===== config.mk =====
export PLATFORM = sky130hd
export DESIGN_NAME = detection_combination_unit
export DESIGN_NICKNAME = d
export VERILOG_FILES = /design/src/rtl/detection_combination_unit_pkg.sv /design/src/rtl/detection_combination_unit_sprite_rom.sv /design/src/rtl/detection_combination_unit.sv
export SDC_FILE = /design/constraint.sdc
export NUM_CORES = 1
export LEC_CHECK = 0
export ABC_AREA = 1
export CELL_PAD_IN_SITES_DETAIL_PLACEMENT = 1
export CELL_PAD_IN_SITES_GLOBAL_PLACEMENT = 1
export CORE_ASPECT_RATIO = 1.5
export CORE_MARGIN = 5
export CORE_UTILIZATION = 43
export DETAILED_ROUTE_END_ITERATION = 12
export DONT_BUFFER_PORTS = 1
export PLACE_DENSITY = 0.85
export SLEW_MARGIN = 10
export SYNTH_ARGS = -nofsm -noshare
export SYNTH_HDL_FRONTEND = slang
export SYNTH_HIERARCHICAL = 1
export SYNTH_SLANG_ARGS = --single-unit

===== constraint.sdc =====
create_clock -name clk -period 3.7 [get_ports clk]
set_clock_uncertainty 0.15 [all_clocks]
set_input_delay 0.555 -clock clk [delete_from_list [all_inputs] [get_ports clk]]
set_output_delay 0.555 -clock clk [all_outputs]
set_load 0.02 [all_outputs]

===== src/rtl/detection_combination_unit_pkg.sv =====
`default_nettype none
// ============================================================================
// Module : detection_combination_unit_pkg
// Brief  : Shared constants, descriptor types, sprite bitmaps and the
//          per-entity tile hit detector for detection_combination_unit.
// Rev    : 1.0  initial release
// ============================================================================
package detection_combination_unit_pkg;

  localparam int UPSCALE  = 5;
  localparam int TILE_PX  = 8 * UPSCALE;
  localparam int SCREEN_H = 16;
  localparam int SCREEN_V = 12;

  localparam logic [9:0] H_PIXELS = 10'(SCREEN_H * TILE_PX);
  localparam logic [9:0] V_PIXELS = 10'(SCREEN_V * TILE_PX);

  // 14-bit entity word field offsets
  localparam int ENT_ID_LSB     = 10;
  localparam int ENT_ORIENT_LSB = 8;
  localparam int ENT_COL_LSB    = 0;
  localparam int ENT_ROW_LSB    = 4;

  localparam logic [3:0] UNUSED_ID = 4'hF;
  localparam logic [8:0] NO_ENTITY = 9'h1FF;

  typedef enum logic [1:0] {
    ORIENT_0   = 2'b00,
    ORIENT_90  = 2'b01,
    ORIENT_180 = 2'b10,
    ORIENT_270 = 2'b11
  } orient_e;

  typedef struct packed {
    logic [2:0] line;
    logic [3:0] id;
    logic [1:0] orient;
  } descriptor_t;

  // Native bitmap of one sprite; row r lives in bits [8r+7:8r], bit c = column c.
  function automatic logic [63:0] sprite_bitmap(input logic [3:0] id);
    case (id)
      4'h1:    return 64'hA55A24FFDB7E3C18;
      4'h2:    return 64'hFF7F3F1F0F070301;
      4'h3:    return 64'h55AA55AA0FF00FF0;
      4'h5:    return 64'h40800102040810E0;
      4'h6:    return 64'hF1DEBC9A78563412;
      default: return 64'h0;
    endcase
  endfunction

  // Multiply by the tile edge using shifts only (40 = 32 + 8).
  function automatic logic [10:0] times40(input logic [10:0] x);
    return (x << 5) + (x << 3);
  endfunction

  // Returns {hit, line, id, orient} for an entity spanning 'span' tiles
  // starting at (col,row). span = 0 disables the entity.
  function automatic logic [9:0] detect(input logic [3:0] id, input logic [1:0] orient,
                                        input logic [3:0] col, input logic [3:0] row,
                                        input logic [4:0] span, input logic flip,
                                        input logic [9:0] h, input logic [9:0] v);
    logic [10:0] x0, x1, y0;
    logic [4:0]  col_end;
    logic [9:0]  dy;
    logic [2:0]  line;
    logic        hit;
    col_end = {1'b0, col} + span;
    x0      = times40({7'b0, col});
    x1      = times40({6'b0, col_end});
    y0      = times40({7'b0, row});
    hit     = (id != UNUSED_ID) && (span != 5'd0) && (row < 4'(SCREEN_V)) &&
              ({1'b0, h} >= x0) && ({1'b0, h} < x1) &&
              ({1'b0, v} >= y0) && ({1'b0, v} < y0 + 11'(TILE_PX));
    dy      = v - y0[9:0];
    // Divide-free line index: count how many sprite-pixel boundaries lie below dy.
    line = 3'd0;
    for (int k = 1; k < 8; k++) begin
      if (dy >= 10'(UPSCALE * k)) line = 3'(k);
    end
    if (flip) line = ~line;
    return {hit, line, id, orient};
  endfunction

  // Detector wrapper for the single-tile 14-bit entity format.
  function automatic logic [9:0] detect14(input logic [13:0] ent, input logic flip,
                                          input logic [9:0] h, input logic [9:0] v);
    return detect(ent[ENT_ID_LSB +: 4], ent[ENT_ORIENT_LSB +: 2],
                  ent[ENT_COL_LSB +: 4], ent[ENT_ROW_LSB +: 4], 5'd1, flip, h, v);
  endfunction

endpackage
`default_nettype wire


===== src/rtl/detection_combination_unit_sprite_rom.sv =====
`default_nettype none
// ============================================================================
// Module : sprite_rom
// Brief  : Sprite bitmap ROM with orientation transform; registered row out.
// Rev    : 1.0  initial release
// ============================================================================
module sprite_rom
  import detection_combination_unit_pkg::*;
(
  input  logic       clk,
  input  logic       reset,
  input  logic [3:0] sprite_ID,
  input  logic [1:0] orientation,
  input  logic [2:0] line_index,
  output logic [7:0] data
);

  logic [63:0] bitmap;
  logic [7:0]  row_next;

  // Pick each output column from the native bitmap according to orientation
  // (7-x on a 3-bit index is just ~x).
  always_comb begin
    bitmap   = sprite_bitmap(sprite_ID);
    row_next = 8'h00;
    for (int c = 0; c < 8; c++) begin
      case (orient_e'(orientation))
        ORIENT_0:   row_next[c] = bitmap[{line_index, 3'(c)}];
        ORIENT_90:  row_next[c] = bitmap[{~3'(c), line_index}];
        ORIENT_180: row_next[c] = bitmap[{~line_index, ~3'(c)}];
        default:    row_next[c] = bitmap[{3'(c), ~line_index}];
      endcase
    end
  end

  // Output register; cleared while reset is high.
  always_ff @(posedge clk) begin
    if (reset) data <= 8'h00;
    else       data <= row_next;
  end

endmodule
`default_nettype wire


===== src/rtl/detection_combination_unit.sv =====
`default_nettype none
// ============================================================================
// Module : detection_combination_unit
// Brief  : Per-pixel entity detector with priority select and sprite fetch.
//          out_entity is one cycle behind the counters, sprite_data two.
// Rev    : 1.0  initial release
// ============================================================================
module detection_combination_unit
  import detection_combination_unit_pkg::*;
(
  input  logic        clk,
  input  logic        reset,
  input  logic [13:0] entity_1,
  input  logic [13:0] entity_2,
  input  logic [13:0] entity_3,
  input  logic [13:0] entity_4,
  input  logic [13:0] entity_5,
  input  logic [13:0] entity_6,
  input  logic [17:0] entity_7_Array,
  input  logic [13:0] entity_8_Flip,
  input  logic [13:0] entity_9_Flip,
  input  logic [9:0]  counter_V,
  input  logic [9:0]  counter_H,
  output logic [8:0]  out_entity,
  output logic [7:0]  sprite_data
);

  logic [9:0]  cand [9];
  logic [8:0]  next_entity;
  descriptor_t desc;

  // Run all nine detectors and keep the lowest-numbered hitting entity.
  always_comb begin
    cand[0] = detect14(entity_1, 1'b0, counter_H, counter_V);
    cand[1] = detect14(entity_2, 1'b0, counter_H, counter_V);
    cand[2] = detect14(entity_3, 1'b0, counter_H, counter_V);
    cand[3] = detect14(entity_4, 1'b0, counter_H, counter_V);
    cand[4] = detect14(entity_5, 1'b0, counter_H, counter_V);
    cand[5] = detect14(entity_6, 1'b0, counter_H, counter_V);
    cand[6] = detect(entity_7_Array[17:14], entity_7_Array[13:12],
                     entity_7_Array[7:4], entity_7_Array[11:8],
                     {1'b0, entity_7_Array[3:0]}, 1'b0, counter_H, counter_V);
    cand[7] = detect14(entity_8_Flip, 1'b1, counter_H, counter_V);
    cand[8] = detect14(entity_9_Flip, 1'b1, counter_H, counter_V);
    next_entity = NO_ENTITY;
    for (int i = 8; i >= 0; i--) begin
      if (cand[i][9]) next_entity = cand[i][8:0];
    end
    if (counter_H >= H_PIXELS || counter_V >= V_PIXELS) next_entity = NO_ENTITY;
  end

  // First pipeline stage: registered descriptor.
  always_ff @(posedge clk) begin
    if (reset) out_entity <= NO_ENTITY;
    else       out_entity <= next_entity;
  end

  assign desc = descriptor_t'(out_entity);

  sprite_rom u_sprite_rom (
    .clk         (clk),
    .reset       (reset),
    .sprite_ID   (desc.id),
    .orientation (desc.orient),
    .line_index  (desc.line),
    .data        (sprite_data)
  );

endmodule
`default_nettype wire


# Word-level counts from Yosys, hierarchy flattened
# Index checks and enable logic that the tools add are counted.
# word_totals
register_bits,17
out_inout_bits,17
elab_cells,412
# classes
add_sub_neg,54
order_cmp,142
n_eq_ne,16
mux,145
bitwise,3
reduce_logical,50
# ops
op,n
$pmux 64 s5,1
$ge 10x5->1 const B,27
$lt 10x11->1,18
$add 9x7->10,18
$ge 10x10->1,18
$ge 10x4->1 const B,18
$lt 6x7->1 const B,24
$mux 3,36
$add 10x6->11 const B,9
$add 10x8->11,9
$bmux 1 s3,32
$ge 10x3->1 const B,9
$ge 10x6->1 const B,9
$sub 10x10->10,9
$mux 9,9
$logic_and 1x1->1,46
$mux 1,41
$add 4x1->5 const B,8
$lt 4x4->1 const B,9
$mux 2,18
$ne 4x4->1 const B,9
$lt 5x7->1 const B,4
$pmux 1 s3,8
$lt 3x7->1 const B,2
other kinds (14),19

# Longest topological paths before layout
# depth
ltp_word,20
ltp_mapped,32

# By module
# The synthesis kept the hierarchy.
# by_module_without_submodules
module,n_inst,cells_per_inst,area_each_um2,seq_area_each_um2
detection_combination_unit,1,1944,13047.5,180.2
sprite_rom,1,419,2097.0,160.2

# Worst setup path after synthesis
# No wires, ideal clock.
# synth_path
kind,input to register
start,input port entity_7_Array[0]
end,register out_entity[6]
setup_time_ps,114
arrival_time_ps,3700
required_ps,3436
slack_ps,-264
cell_stages,30
n_path_buf,0
path_cell_list,ha_1 -> fa_1 -> a31oi_1 -> inv_1 -> ha_1 -> a21oi_1 -> and2_1 -> inv_1 -> nand2_1 -> nand2_1 -> ha_1 -> a21oi_1 -> nand3b_1 -> nand2_1 -> a21oi_2 -> nand2_1 -> nor2_4 -> inv_2 -> nor2_1 -> nand2_1 -> nand2_1 -> nand2_1 -> nand2_1 -> nand2_1 -> nand2_1 -> nand2_1 -> nand2_1 -> nand2_1 -> nand2_1 -> nand2_1
# synth_between
elab_chain_cells,14
# synth_lines
element,line_no,rtl
"start, declared",detection_combination_unit.sv:19,"input logic [17:0] entity_7_Array,"
"parallel branches: the longest is 4 deep, another holds $add 10x8->11",--,
$logic_and 1x1->1 (*) (2 in series),detection_combination_unit_pkg.sv:73,"({1'b0, h} >= x0) && ({1'b0, h} < x1) &&"
$logic_and 1x1->1 (*),detection_combination_unit_pkg.sv:74,"({1'b0, v} >= y0) && ({1'b0, v} < y0 + 11'(TILE_PX));"
$mux 9 (*) (7 in series),detection_combination_unit.sv:47,if (cand[i][9]) next_entity = cand[i][8:0];
"end signal, assigned",detection_combination_unit.sv:55,else out_entity <= next_entity;
"end, declared",detection_combination_unit.sv:24,"output logic [8:0] out_entity,"
# Every way passes the cells marked *.
# A chain may end at the register's enable or synchronous reset.

# Worst setup path in the final report
# layout_path
start,input port entity_7_Array[0]
end,register out_entity[7]
# Same word-level chain as after synthesis.

==> flow_summary.toml <==
[timing]
period_minus_slack_ns = 3.94
worst-slew-pin-transition_ns = 1.00
final_critical_path_setup_slack_ns = -0.244
timing.fmax_mhz = 254
timing_hold_violations_final = 0
setup_viol_count_final = 9
timing.final.crit_share_pct = 107
grt_setup_unrepaired = "yes"
slew_violations = 0
holdWs_ns = 0.242
slew_headroom_pct = 32.9

[hold_path]
whs_path_depth = 1
hold_path_startpoint = "reset"
worst_hold_path_class = "in2reg"
whs_endpoint = "u_sprite_rom/data[5]"

[worst_setup_path]
critical_path_arrival_ns = 3.95
worst-path-buf-inv = 1
r2r_slack_ns = 0.98
worstReg2RegEnd = "u_sprite_rom/data[1]"
cpLargestDelayFamily = "adder cells"
worstSetupStartpointType = "input port"
worst_r2r_path_depth = 9
startpoint_of_the_worst_register_to_register_path = "out_entity[7]"
worstSetupPathType = "in2reg"
worst_ep_required_time_ns = 3.71
cp_common_cell = "sky130_fd_sc_hd__nand2_1"
worstPathMaxFanout = 6
cpPeakStageDelay_ns = 0.43
timing.critical_path.to_type = "flop"
critical_path.slowest_cell = "sky130_fd_sc_hd__fa_2"

[clock_network]
cts_tree = "done"
clk_pin_slew_worst_paths_ns = 0.06
clock_sinks = 17
htree_num_levels = 1
clock_tree.root_cell = "sky130_fd_sc_hd__clkbuf_16"
max-clock-path-buffers = 2
worstSkewPairLatency_ns = 0.26
total_cts_buffers = 3

[detailed_routing]
detailedRoute.firstIterationViolations = 723
finalWirelength_um = 59000
dr_total_vias = 17100
ant_nets = 0
drcViolationCount = 0
detail_route.first_pass.iterations = 7
wl_per_cell_um = 20.2
post_drt_via_cell_ratio = 5.84

[power]
power.density_nw_per_um2 = 219
internal_power_w = 0.00167
combinationalPowerShare_pct = 87.1
total_leakage_power_nw = 8.87
switching_part_of_the_total_pct = 54.0
power_switching_w = 0.00196
vdd_ir_drop_max_mv = 0.154
power_frac_seq_pct = 6.4
power.share.clock_pct = 6.5

[cells_and_area]
area_delta_synth_final_pct = 9.93
utilization_pct = 47.7
final.fill_count = 4801
design_area_um2 = 16600
final_nets = 2972
multi_input_comb_area_um2 = 13300
sequential_cell_area_um2 = 340
layout-drive-gt1-share_pct = 9.11

[logic_synthesis]
synthesized_cell_area_um2 = 15100
synth.top_cells.by_count = "sky130_fd_sc_hd__nand2_1 (483), sky130_fd_sc_hd__inv_1 (347), sky130_fd_sc_hd__ha_1 (333)"
synth_seq_area_share_pct = 2.25
postSynth.topFlopCell = "sky130_fd_sc_hd__dfxtp_1"
synth_area_leaders = "sky130_fd_sc_hd__ha_1 (28%), sky130_fd_sc_hd__nand2_1 (12%), sky130_fd_sc_hd__inv_1 (8.6%)"
postSynth.asyncResetShare_pct = 0
yosys_top_cell_by_area = "sky130_fd_sc_hd__ha_1"
yosysWarnings = 6
post_synth_inst_count = 2363
edff_count_synth = 0
mapped_avg_cell_area_um2 = 6.41
library_cells_used_by_synthesis = 58
seq_cells_post_synth = 17
synth_top_area_share_pct = 27.5
yosysMostFrequentCell = "sky130_fd_sc_hd__nand2_1"
synth_nets = 2885

[global_route]
antenna_found_initial = 1
first_pass_grt_wire_length_um = 93200
gr-usage-all-layers_pct = 29.3
grt_start_max_net_pins = 31
globalRouteOverflowTotal = 0
vias_in_the_first_global_route = 18600

[floorplan]
chip_height_um = 240
die_area_um2 = 39100
design.portCount = 169
floorplan.initialDensity_pct = 43.4
placement_rows = 84
coreArea_um2 = 34900
die_width_um = 163

[placed_design]
placedInstanceArea_um2 = 16500
globalplace.congestion = 1.03
post-place-ws_ns = -0.515
io_buffers = 0
dp_hpwl_um = 50000

[status]
outcome = "complete, but fails checks"
failed_checks = "negative setup slack"

[job]
cap_viol_max_count = 0
## how the worst max path moves through the flow
stage	to	from	slack (ns)	cells past startpoint
after floorplan	out_entity[6]	entity_7_Array[0]	-0.06	30
after global placement	out_entity[8]	entity_9_Flip[0]	-0.32	22
after detailed placement	out_entity[8]	entity_9_Flip[0]	-0.52	22
after CTS	out_entity[6]	entity_7_Array[0]	-0.12	27
after global routing	out_entity[7]	entity_7_Array[0]	-0.46	26
final	out_entity[7]	entity_7_Array[0]	-0.24	26
## what timing repair did
action | 4_1_cts | 5_1_grt
endpoints found under the setup margin | 9 | 9
gates resized for setup | 5 | 9
hold buffers | 0 | 0
setup buffers | 0 | 1
pin swaps | 4 | 8
## placed cells by master, fill, tap and decap left out, types with 4 or more instances in the layout
master,count
sky130_fd_sc_hd__o21bai_1,21
sky130_fd_sc_hd__fa_1,35
sky130_fd_sc_hd__nand3b_1,4
sky130_fd_sc_hd__nor3_1,28
sky130_fd_sc_hd__nand3_1,201
sky130_fd_sc_hd__nor2_4,5
sky130_fd_sc_hd__a31oi_1,19
sky130_fd_sc_hd__a21boi_0,4
sky130_fd_sc_hd__xor2_1,86
sky130_fd_sc_hd__o211ai_1,27
sky130_fd_sc_hd__o2111ai_1,9
sky130_fd_sc_hd__o21a_1,6
sky130_fd_sc_hd__nor2_2,12
sky130_fd_sc_hd__a211oi_1,4
sky130_fd_sc_hd__a21o_1,12
sky130_fd_sc_hd__ha_1,328
sky130_fd_sc_hd__o31ai_1,5
sky130_fd_sc_hd__dfxtp_1,17
sky130_fd_sc_hd__nor2_1,171
sky130_fd_sc_hd__nand2_4,7
sky130_fd_sc_hd__a41oi_1,8
sky130_fd_sc_hd__ha_4,4
sky130_fd_sc_hd__buf_4,125
sky130_fd_sc_hd__nand2_2,17
sky130_fd_sc_hd__o21ai_0,99
sky130_fd_sc_hd__nand2_1,481
sky130_fd_sc_hd__nand4_1,48
sky130_fd_sc_hd__or2_2,4
sky130_fd_sc_hd__a21oi_2,7
sky130_fd_sc_hd__o31a_1,4
sky130_fd_sc_hd__nand3_2,10
sky130_fd_sc_hd__o21ai_1,15
sky130_fd_sc_hd__nor4_1,11
sky130_fd_sc_hd__inv_2,8
sky130_fd_sc_hd__xnor2_1,57
sky130_fd_sc_hd__a21oi_1,166
sky130_fd_sc_hd__inv_1,346
## per-stage QoR
step                power [W]  std cells  setup TNS, ns
CTS                   0.00360       2921         -0.644
finish                0.00364       2923          -1.78
global route          0.00405       2923          -3.51
detailed placement    0.00334       2917          -3.79
floorplan             0.00242       2363         -0.202
global placement      0.00310       2917          -2.41
## worst reg2reg max path: stages (launching register included)
cell	delay, ns
sky130_fd_sc_hd__dfxtp_1	0.71
sky130_fd_sc_hd__inv_1	0.54
sky130_fd_sc_hd__nor2_2	0.54
sky130_fd_sc_hd__nand2_1	0.18
sky130_fd_sc_hd__nand2_1	0.10
sky130_fd_sc_hd__a21oi_1	0.04
sky130_fd_sc_hd__nand2_1	0.11
sky130_fd_sc_hd__nand3_1	0.07
sky130_fd_sc_hd__nor2_1	0.12
sky130_fd_sc_hd__nor2_1	0.05
## power groups by stage
stage	Clock [W]	Combinational, W	Sequential (W)
after floorplan	0	0.00219	0.000228
after global placement	0	0.00286	0.000238
after detailed placement	0	0.00310	0.000238
after CTS	0.000238	0.00313	0.000234
after global routing	0.000247	0.00357	0.000236
final	0.000236	0.00317	0.000234
## kinds of logic (layout without fill, tap and decap cells)
kind of cell    after synthesis  count (layout)  synth area share (%)
compound gates              419             419                  16.1
other cells                   0               1                     0
fa+ha+maj                   370             370                  32.4
simple gates               1010            1010                  30.0
buf+inv                     401             487                  10.7
xor+xnor                    146             146                  8.54
flops                        17              17                  2.25
## flip-flops by register name, indices dropped and copies added (netlist names)
name               cells
out_entity             9
u_sprite_rom/data      8
## layout make-up
class / instances / area share (%)
timing repair buffer: 127 / 5.82
inverter: 356 / 8.07
tap: 473 / 3.55
clock buffer: 3 / 0.451
multi-input combinational: 1945 / 80.0
sequential: 17 / 2.04
antenna: 1 / 0.0150
clock inverter: 1 / 0.0301
## routing by layer
metal,global-route usage (%),wire (um),vias up
met5,0,0,-
met4,15.3,3780,0
met3,5.82,3440,206
met2,58.0,31300,491
met1,27.8,20400,8252
li1,-,-,8127
No activity file was read; power rests on OpenSTA's default activity.
